## src/rtl/conv3x3_engine_if.sv

```systemverilog
// Purpose: window input, kernel write port and filtered pixel output of the 3x3 convolution engine.
// Latency: wiring only; no storage.
// Backpressure: none; the producer offers one window per cycle and the engine always accepts it.
interface conv3x3_engine_if;
    logic [23:0] row0;
    logic [23:0] row1;
    logic [23:0] row2;
    logic        in_valid;
    logic        frame_clr;
    logic        kern_we;
    logic [3:0]  kern_addr;
    logic [7:0]  kern_data;
    logic [7:0]  pix_out;
    logic        pix_valid;
    logic        pix_eol;
    logic        pix_eof;

    modport master (
        output row0, row1, row2, in_valid, frame_clr, kern_we, kern_addr, kern_data,
        input  pix_out, pix_valid, pix_eol, pix_eof
    );

    modport slave (
        input  row0, row1, row2, in_valid, frame_clr, kern_we, kern_addr, kern_data,
        output pix_out, pix_valid, pix_eol, pix_eof
    );
endinterface

```

## src/rtl/conv3x3_engine.sv

```systemverilog
// Purpose: 3x3 signed-kernel convolution with shift/clamp; window row/column position is tagged at input.
// Latency: 3 cycles from in_valid to pix_valid, one window per cycle.
// Backpressure: none; every accepted window produces exactly one output.
module conv3x3_engine #(
    parameter int SHIFT    = 4,
    parameter int COLS_OUT = 6,
    parameter int ROWS_OUT = 6
) (
    input  logic              clk,
    input  logic              rst,
    conv3x3_engine_if.slave   bus
);
    localparam int CW = (COLS_OUT > 1) ? $clog2(COLS_OUT) : 1;
    localparam int RW = (ROWS_OUT > 1) ? $clog2(ROWS_OUT) : 1;

    // Position flags that travel down the pipeline alongside each window.
    typedef struct packed {
        logic eol;
        logic eof;
    } meta_t;

    logic signed [7:0]  coef [9];
    logic [7:0]         pix  [9];
    logic [23:0]        rows [3];

    logic [CW-1:0]      col, base_col, nxt_col;
    logic [RW-1:0]      row, base_row, nxt_row;
    meta_t              in_meta;

    logic               s1_vld;
    meta_t              s1_meta;
    logic signed [16:0] s1_prod [9];

    logic               s2_vld;
    meta_t              s2_meta;
    logic signed [20:0] s2_sum;

    logic signed [20:0] sum_nxt;
    logic signed [20:0] shr;
    logic [7:0]         clamped;

    assign rows[0] = bus.row0;
    assign rows[1] = bus.row1;
    assign rows[2] = bus.row2;

    // Pixel k = 3*r + c; column 0 is the left pixel in the top byte of each slice.
    for (genvar r = 0; r < 3; r++) begin : g_row
        for (genvar c = 0; c < 3; c++) begin : g_col
            assign pix[3*r+c] = rows[r][23-8*c -: 8];
        end
    end

    // Tag the incoming window with eol/eof; frame_clr makes this window col 0, row 0.
    always_comb begin
        base_col    = bus.frame_clr ? '0 : col;
        base_row    = bus.frame_clr ? '0 : row;
        in_meta.eol = (base_col == CW'(COLS_OUT - 1));
        in_meta.eof = in_meta.eol && (base_row == RW'(ROWS_OUT - 1));
        nxt_col     = in_meta.eol ? '0 : base_col + CW'(1);
        nxt_row     = in_meta.eof ? '0 : (in_meta.eol ? base_row + RW'(1) : base_row);
    end

    // Position counters: advance per accepted window, or clear on a bare frame_clr.
    always_ff @(posedge clk) begin
        if (rst) begin
            col <= '0;
            row <= '0;
        end else if (bus.in_valid) begin
            col <= nxt_col;
            row <= nxt_row;
        end else if (bus.frame_clr) begin
            col <= '0;
            row <= '0;
        end
    end

    // Kernel store; stage 1 reads the registered value, so a write lands for the next window.
    always_ff @(posedge clk) begin
        if (rst) begin
            for (int k = 0; k < 9; k++) begin
                coef[k] <= '0;
            end
            coef[4] <= 8'(1 << SHIFT);
        end else if (bus.kern_we && (bus.kern_addr <= 4'd8)) begin
            coef[bus.kern_addr] <= bus.kern_data;
        end
    end

    // Stage 1: nine unsigned-pixel by signed-coefficient products.
    always_ff @(posedge clk) begin
        if (rst) begin
            s1_vld  <= 1'b0;
            s1_meta <= '0;
            for (int k = 0; k < 9; k++) begin
                s1_prod[k] <= '0;
            end
        end else begin
            s1_vld <= bus.in_valid;
            if (bus.in_valid) begin
                s1_meta <= in_meta;
                for (int k = 0; k < 9; k++) begin
                    s1_prod[k] <= 17'($signed({1'b0, pix[k]})) * 17'(coef[k]);
                end
            end
        end
    end

    // Adder tree input: sign-extend each product to the 21-bit accumulator width.
    always_comb begin
        sum_nxt = '0;
        for (int k = 0; k < 9; k++) begin
            sum_nxt = sum_nxt + {{4{s1_prod[k][16]}}, s1_prod[k]};
        end
    end

    // Stage 2: register the window sum.
    always_ff @(posedge clk) begin
        if (rst) begin
            s2_vld  <= 1'b0;
            s2_meta <= '0;
            s2_sum  <= '0;
        end else begin
            s2_vld <= s1_vld;
            if (s1_vld) begin
                s2_meta <= s1_meta;
                s2_sum  <= sum_nxt;
            end
        end
    end

    // Arithmetic shift then saturate to the unsigned 8-bit pixel range.
    always_comb begin
        shr = s2_sum >>> SHIFT;
        if (shr < 21'sd0) begin
            clamped = 8'd0;
        end else if (shr > 21'sd255) begin
            clamped = 8'd255;
        end else begin
            clamped = shr[7:0];
        end
    end

    // Stage 3: output register; pixel holds while idle, flags only ride with a valid pixel.
    always_ff @(posedge clk) begin
        if (rst) begin
            bus.pix_out   <= 8'd0;
            bus.pix_valid <= 1'b0;
            bus.pix_eol   <= 1'b0;
            bus.pix_eof   <= 1'b0;
        end else begin
            bus.pix_valid <= s2_vld;
            bus.pix_eol   <= s2_vld && s2_meta.eol;
            bus.pix_eof   <= s2_vld && s2_meta.eof;
            if (s2_vld) begin
                bus.pix_out <= clamped;
            end
        end
    end
endmodule

```

## src/flat_wrapper.sv

```systemverilog
// flat-port wrapper written by rule: the top's interface ports become plain ports
module conv3x3_engine_flat 
#(
    parameter int SHIFT    = 4,
    parameter int COLS_OUT = 6,
    parameter int ROWS_OUT = 6
)
  (clk, rst, bus_row0, bus_row1, bus_row2, bus_in_valid, bus_frame_clr, bus_kern_we, bus_kern_addr, bus_kern_data, bus_pix_out, bus_pix_valid, bus_pix_eol, bus_pix_eof);
  conv3x3_engine_if bus_i ();
  input  logic clk;
  input  logic rst;
  input wire logic [$bits(bus_i.row0)-1:0] bus_row0;
  input wire logic [$bits(bus_i.row1)-1:0] bus_row1;
  input wire logic [$bits(bus_i.row2)-1:0] bus_row2;
  input wire logic [$bits(bus_i.in_valid)-1:0] bus_in_valid;
  input wire logic [$bits(bus_i.frame_clr)-1:0] bus_frame_clr;
  input wire logic [$bits(bus_i.kern_we)-1:0] bus_kern_we;
  input wire logic [$bits(bus_i.kern_addr)-1:0] bus_kern_addr;
  input wire logic [$bits(bus_i.kern_data)-1:0] bus_kern_data;
  output wire logic [$bits(bus_i.pix_out)-1:0] bus_pix_out;
  output wire logic [$bits(bus_i.pix_valid)-1:0] bus_pix_valid;
  output wire logic [$bits(bus_i.pix_eol)-1:0] bus_pix_eol;
  output wire logic [$bits(bus_i.pix_eof)-1:0] bus_pix_eof;
  assign bus_i.row0 = bus_row0;
  assign bus_i.row1 = bus_row1;
  assign bus_i.row2 = bus_row2;
  assign bus_i.in_valid = bus_in_valid;
  assign bus_i.frame_clr = bus_frame_clr;
  assign bus_i.kern_we = bus_kern_we;
  assign bus_i.kern_addr = bus_kern_addr;
  assign bus_i.kern_data = bus_kern_data;
  assign bus_pix_out = bus_i.pix_out;
  assign bus_pix_valid = bus_i.pix_valid;
  assign bus_pix_eol = bus_i.pix_eol;
  assign bus_pix_eof = bus_i.pix_eof;
  conv3x3_engine #(.SHIFT(SHIFT), .COLS_OUT(COLS_OUT), .ROWS_OUT(ROWS_OUT)) u_core (.clk(clk), .rst(rst), .bus(bus_i));
endmodule
```

## config.mk

```make
export PLATFORM = sky130hd
export DESIGN_NAME = conv3x3_engine_flat
export DESIGN_NICKNAME = d
export VERILOG_FILES = /design/src/rtl/conv3x3_engine_if.sv /design/src/rtl/conv3x3_engine.sv /design/src/flat_wrapper.sv
export SDC_FILE = /design/constraint.sdc
export NUM_CORES = 2
export LEC_CHECK = 0
export ABC_AREA = 1
export CAP_MARGIN = 30
export CORE_UTILIZATION = 60
export DETAILED_ROUTE_END_ITERATION = 8
export DONT_BUFFER_PORTS = 1
export PLACE_DENSITY = 0.79
export SLEW_MARGIN = 5
export SYNTH_ARGS = -nofsm -noshare
export SYNTH_HDL_FRONTEND = slang
export SYNTH_SLANG_ARGS = --single-unit
```

## constraint.sdc

```tcl
create_clock -name clk -period 4.85 [get_ports clk]
set_input_delay 0.7275 -clock clk [delete_from_list [all_inputs] [get_ports clk]]
set_output_delay 0.7275 -clock clk [all_outputs]
set_load 0.05 [all_outputs]
```

; ---- After elaboration in Yosys (flattened, before gate mapping)
; Memories as Yosys holds them, arrays and structs flattened.
; Cells that the tools add are included.
[totals]
out_inout_bits = 11
memories = 2
ram_bits = 225
reg_bits = 44
wordCells = 84
input_bits = 89
[mem_list]
columns = memory, words, word_bits, rd, rd_clocked_by_memory_dff, write_ports, line_no
row1 = u_core.s1_prod, 9, 17, 9, 0, 9, conv3x3_engine.sv:32  ; logic signed [16:0] s1_prod [9];
row2 = u_core.coef, 9, 8, 9, 0, 9, conv3x3_engine.sv:22  ; logic signed [7:0] coef [9];
[classes]
n_reduce_logical = 5
order_cmp = 3
n_mux = 30
n_addsub = 10
n_mul = 9
eq_ne = 2
bitwise = 10
[op_table]
columns = operator, n
row1 = 9-bit by 8-bit multiplier with 17-bit output, 9
row2 = 17-bit 2-to-1 mux, 9
row3 = 21-bit adder, 7
row4 = 8-bit 2-to-1 mux, 4
row5 = 3-bit 2-to-1 mux, 7
row6 = 17-bit by 17-bit adder with 18-bit output, 1
row7 = "17-bit by 9-bit > comparator with 1-bit output, second input constant", 1
row8 = "17-bit by 1-bit < comparator with 1-bit output, second input constant", 1
row9 = 1-bit bitwise OR, 10
row10 = 1-bit 2-to-1 mux, 9
row11 = 8-bit OR reduction, 1
row12 = "3-bit by 1-bit adder with 3-bit output, second input constant", 2
row13 = "3-bit == test, second input constant", 2
row14 = "4-bit <= comparator, second input constant", 1
row15 = 1-bit logical AND, 4
row16 = 4-bit 2-to-1 mux, 1

; ---- Depth between registers and ports, before layout
[logic_depth]
ltp_word = 8
ltp_mapped = 26
depth_no_buf = 26

; ---- Worst setup path before layout
; OpenSTA, ideal clock, no wires.
[synth_timing]
kind = reg-to-reg
from = memory u_core.s1_prod[0][0]
to = register u_core.s2_sum[20]
t_arrival_ns = 4.925
required_ns = 4.741
n_path_buf = 0
slack_ns = -0.184
stages_incl_launch_ff = 26
period_less_slack_ns = 5.034
setup_time_ns = 0.109
cell_sequence = edfxtp_1 > ha_1 > fa_1 > nand3_1 > nand2_1 > a21oi_1 > o21ai_1 > nand3_1 > nand2_1 > xor2_1 > fa_1 > inv_1 > fa_1 > fa_1 > inv_1 > fa_1 > ha_1 > a21oi_1 > a21boi_0 > nand2_1 > nand2_1 > nand3_1 > nand2_1 > nand3_1 > nand2_1 > inv_1
[synth_rtl]
columns = item, line_no
row1 = from (decl), conv3x3_engine.sv:32
row2 = to (signal assigned), conv3x3_engine.sv:126  ; s2_sum <= sum_nxt;
row3 = to (decl), conv3x3_engine.sv:36  ; logic signed [20:0] s2_sum;

==> summary.txt <==
Job
  • MaxCap Viol Count: 0

STA
  • Min Tclk post-route: 4.979 ns
  • Setup WS post-layout: -0.1294 ns
  • RSZ-0062 raised after global routing: yes
  • Tcrit/Tclk final: 102.7%
  • Slew @ Worst Pin: 1.081 ns
  • Final Hold Viols: 0
  • Clock Skew: 0.02514 ns
  • Slew Viols, Final: 0
  • Slew HR: 27.75%
  • WHS: 0.2469 ns
  • F_max: 200.8 MHz
  • Setup-violating endpoint count in the final report: 9

GRT
  • Gr ovfl total: 0
  • Largest net degree at the start of global routing: 93
  • Gr usage total: 29.30%
  • Initial antenna violation count: 1
  • Vias in the first global route: 26,582
  • First-pass GRT wire length: 133,100 um

Synth
  • Yosys cell types: 38
  • Synth area leader: fa_1
  • Synth area leaders: fa_1 26%, edfxtp_1 20%, ha_1 16%
  • Flops & latches, synth: 265
  • Top-area cell type share of the netlist area: 25.72%
  • Mapped cell area: 0.03433 mm^2
  • Prevailing post-synth register cell: edfxtp_1
  • Synth warn: 0
  • Sequential share of the synthesized area: 22.01%
  • Post-synth net total: 5,118
  • Post-synth EDFFs: 225
  • Syn Area/Cell: 8.248 um^2
  • Synth Instances: 4,162
  • FFs w/ async S/R, synth: 0%

Final layout
  • Fin area: 0.03754 mm^2
  • Net count reported at finish: 5,095
  • Commonest cells after routing, fill and taps aside: 1,075 x inv_1, 802 x nand2_1, 435 x fa_1, 400 x ha_1, 279 x nor2_1
  • Layout fillers: 4,409
  • Non-filler cells, final: 4,922
  • Area growth syn-to-layout: 9.356%
  • Commonest non-fill, non-tap cell in the layout: inv_1
  • Layout cells sized above 1: 8.788%

Clock network
  • Cts hold-fix bufs: 0
  • Clk root buf: clkbuf_16
  • Clock Tree Buf Depth: 3
  • TritonCTS Buffers: 34
  • Reg clk slew, reported paths: 0.06 ns
  • Worst-Skew Late Latency: 0.57 ns
  • H-Tree Level Count: 2
  • CTS tree: done
  • CTS Sinks: 265

Floorplanning
  • Die Area: 0.05818 mm^2
  • Ports: 100
  • Initial Util: 60.76%
  • Die Height: 241.2 um
  • Rows: 87
  • Die Span X: 241.2 um
  • Core ar.: 0.05650 mm^2

Detailed routing
  • DRT Pass-1 Iters: 6
  • Initial DRC count: 1,879
  • Vias: 26,364
  • Routed wire length per instance: 16.78 um
  • Drt total wl: 82,580 um
  • Drt via density: 5.356
  • Final ANT Viol Nets: 0
  • Remaining routing DRC violations: 0

Placed design
  • Dpl cell area: 0.03543 mm^2
  • Hpwl dp: 64,680 um
  • IO buf count: 0
  • Placed cells: 4,851
  • RePlAce Congestion: 0.9802

Setup path
  • Crit. End Element: register
  • Worst Path Arrival: 5.42 ns
  • Startpoint Class: register
  • CP required: 5.29 ns
  • Largest fanout on the critical path: 4
  • WS Path Type: reg2reg

Worst hold path
  • HP Class: in2reg

Run status
  • Run status: finished with violations
  • Failing checks: setup timing
==> final cells by class <==
type                       instances  area (um^2)  share of cell area, %
timing repair buffer             102        852.1                  2.270
inverter                        1091         4095                  10.91
multi-input combinational       2645        22930                  61.07
sequential                       265         7557                  20.13
clock inverter                    26        294.0                 0.7832
tap                              756        945.9                  2.520
clock buffer                      36        868.3                  2.313
antenna                            1        2.502               0.006666
==> sequential cells by signal, summed over array words and instances, names as in the netlist, 2 cells and up <==
register and count:
u_core.bus.pix_out 8, u_core.col 3, u_core.s1_meta 2, u_core.s2_meta 2, u_core.s2_sum 17, u_core.coef 72
u_core.row 3, u_core.s1_prod 153
==> critical path, stage by stage, from the launching register on <==
cell	delay (ns)
edfxtp_1	0.50
ha_4	0.32
nand2_1	0.07
nor2_2	0.16
a21oi_2	0.10
o21bai_2	0.17
buf_4	0.14
nand2_1	0.05
nand3_1	0.07
nand2_1	0.07
fa_1	0.47
inv_1	0.06
fa_1	0.45
fa_1	0.50
inv_1	0.05
fa_1	0.49
ha_4	0.36
a21oi_4	0.08
buf_4	0.13
o21a_1	0.18
buf_4	0.14
nand3_1	0.07
nand2_1	0.06
nor2_2	0.13
nor2_1	0.05
==> Yosys cell counts, drive strengths merged, types with 6 or more instances <==
master  count
dfxtp      40
edfxtp    225
a21o        6
nand2     840
nand3     100
clkbuf    155
fa        441
xnor2      12
ha        426
o21ai     146
nor2      296
o21a       11
xor2       20
a21oi     224
nand4      17
buf         6
or2        53
a211oi     16
inv      1087
o21bai     14
==> stage by stage <==
step                      utilization [%]  setup WS, ns  TNS, ns
after detailed placement            62.71       -0.2434   -2.287
after floorplan                         -       0.03956        0
final                               66.45       -0.1294  -0.6068
after global routing                66.45       -0.3457   -2.949
after global placement              62.68       -0.1842   -1.493
after CTS                           65.46      -0.08877  -0.3223
==> logic make-up after synthesis <==
kind of cell | count (synthesis) | synth area share, %
flops | 265 | 22.01
buf+inv | 1252 | 13.72
xor+xnor | 32 | 0.8164
compound gates | 433 | 6.772
simple gates | 1313 | 15.44
fa+ha+maj | 867 | 41.24
==> final timing paths <==
check                             from               endpoint  slack (ns)  cells past startpoint
setup / recovery  u_core.s1_prod[0][1]      u_core.s2_sum[14]       -0.13                     24
hold / removal                     rst  u_core.bus.pix_out[3]        0.25                      1
setup reg to reg  u_core.s1_prod[0][1]      u_core.s2_sum[14]       -0.13                     24
hold reg to reg      u_core.s2_meta[0]     u_core.bus.pix_eof        0.43                      2
==> metal layers <==
layer,vias to the layer above,wire (um),share of wire (%),GRT usage (%)
met3,158,6669,8.1,5.570
met5,-,13,0.016,0
met1,12724,33740,41,38.70
li1,12547,-,-,-
met4,2,2990,3.6,10.20
met2,933,39170,47,48.32
==> what timing repair did <==
action	in CTS	in global routing
resized for setup	80	97
buffers inserted	3	2
pin swaps	27	35
setup endpoints to repair	13	17
Power is not shown: default switching activity piles up to over one toggle a cycle in this logic, so the estimate is an artifact.
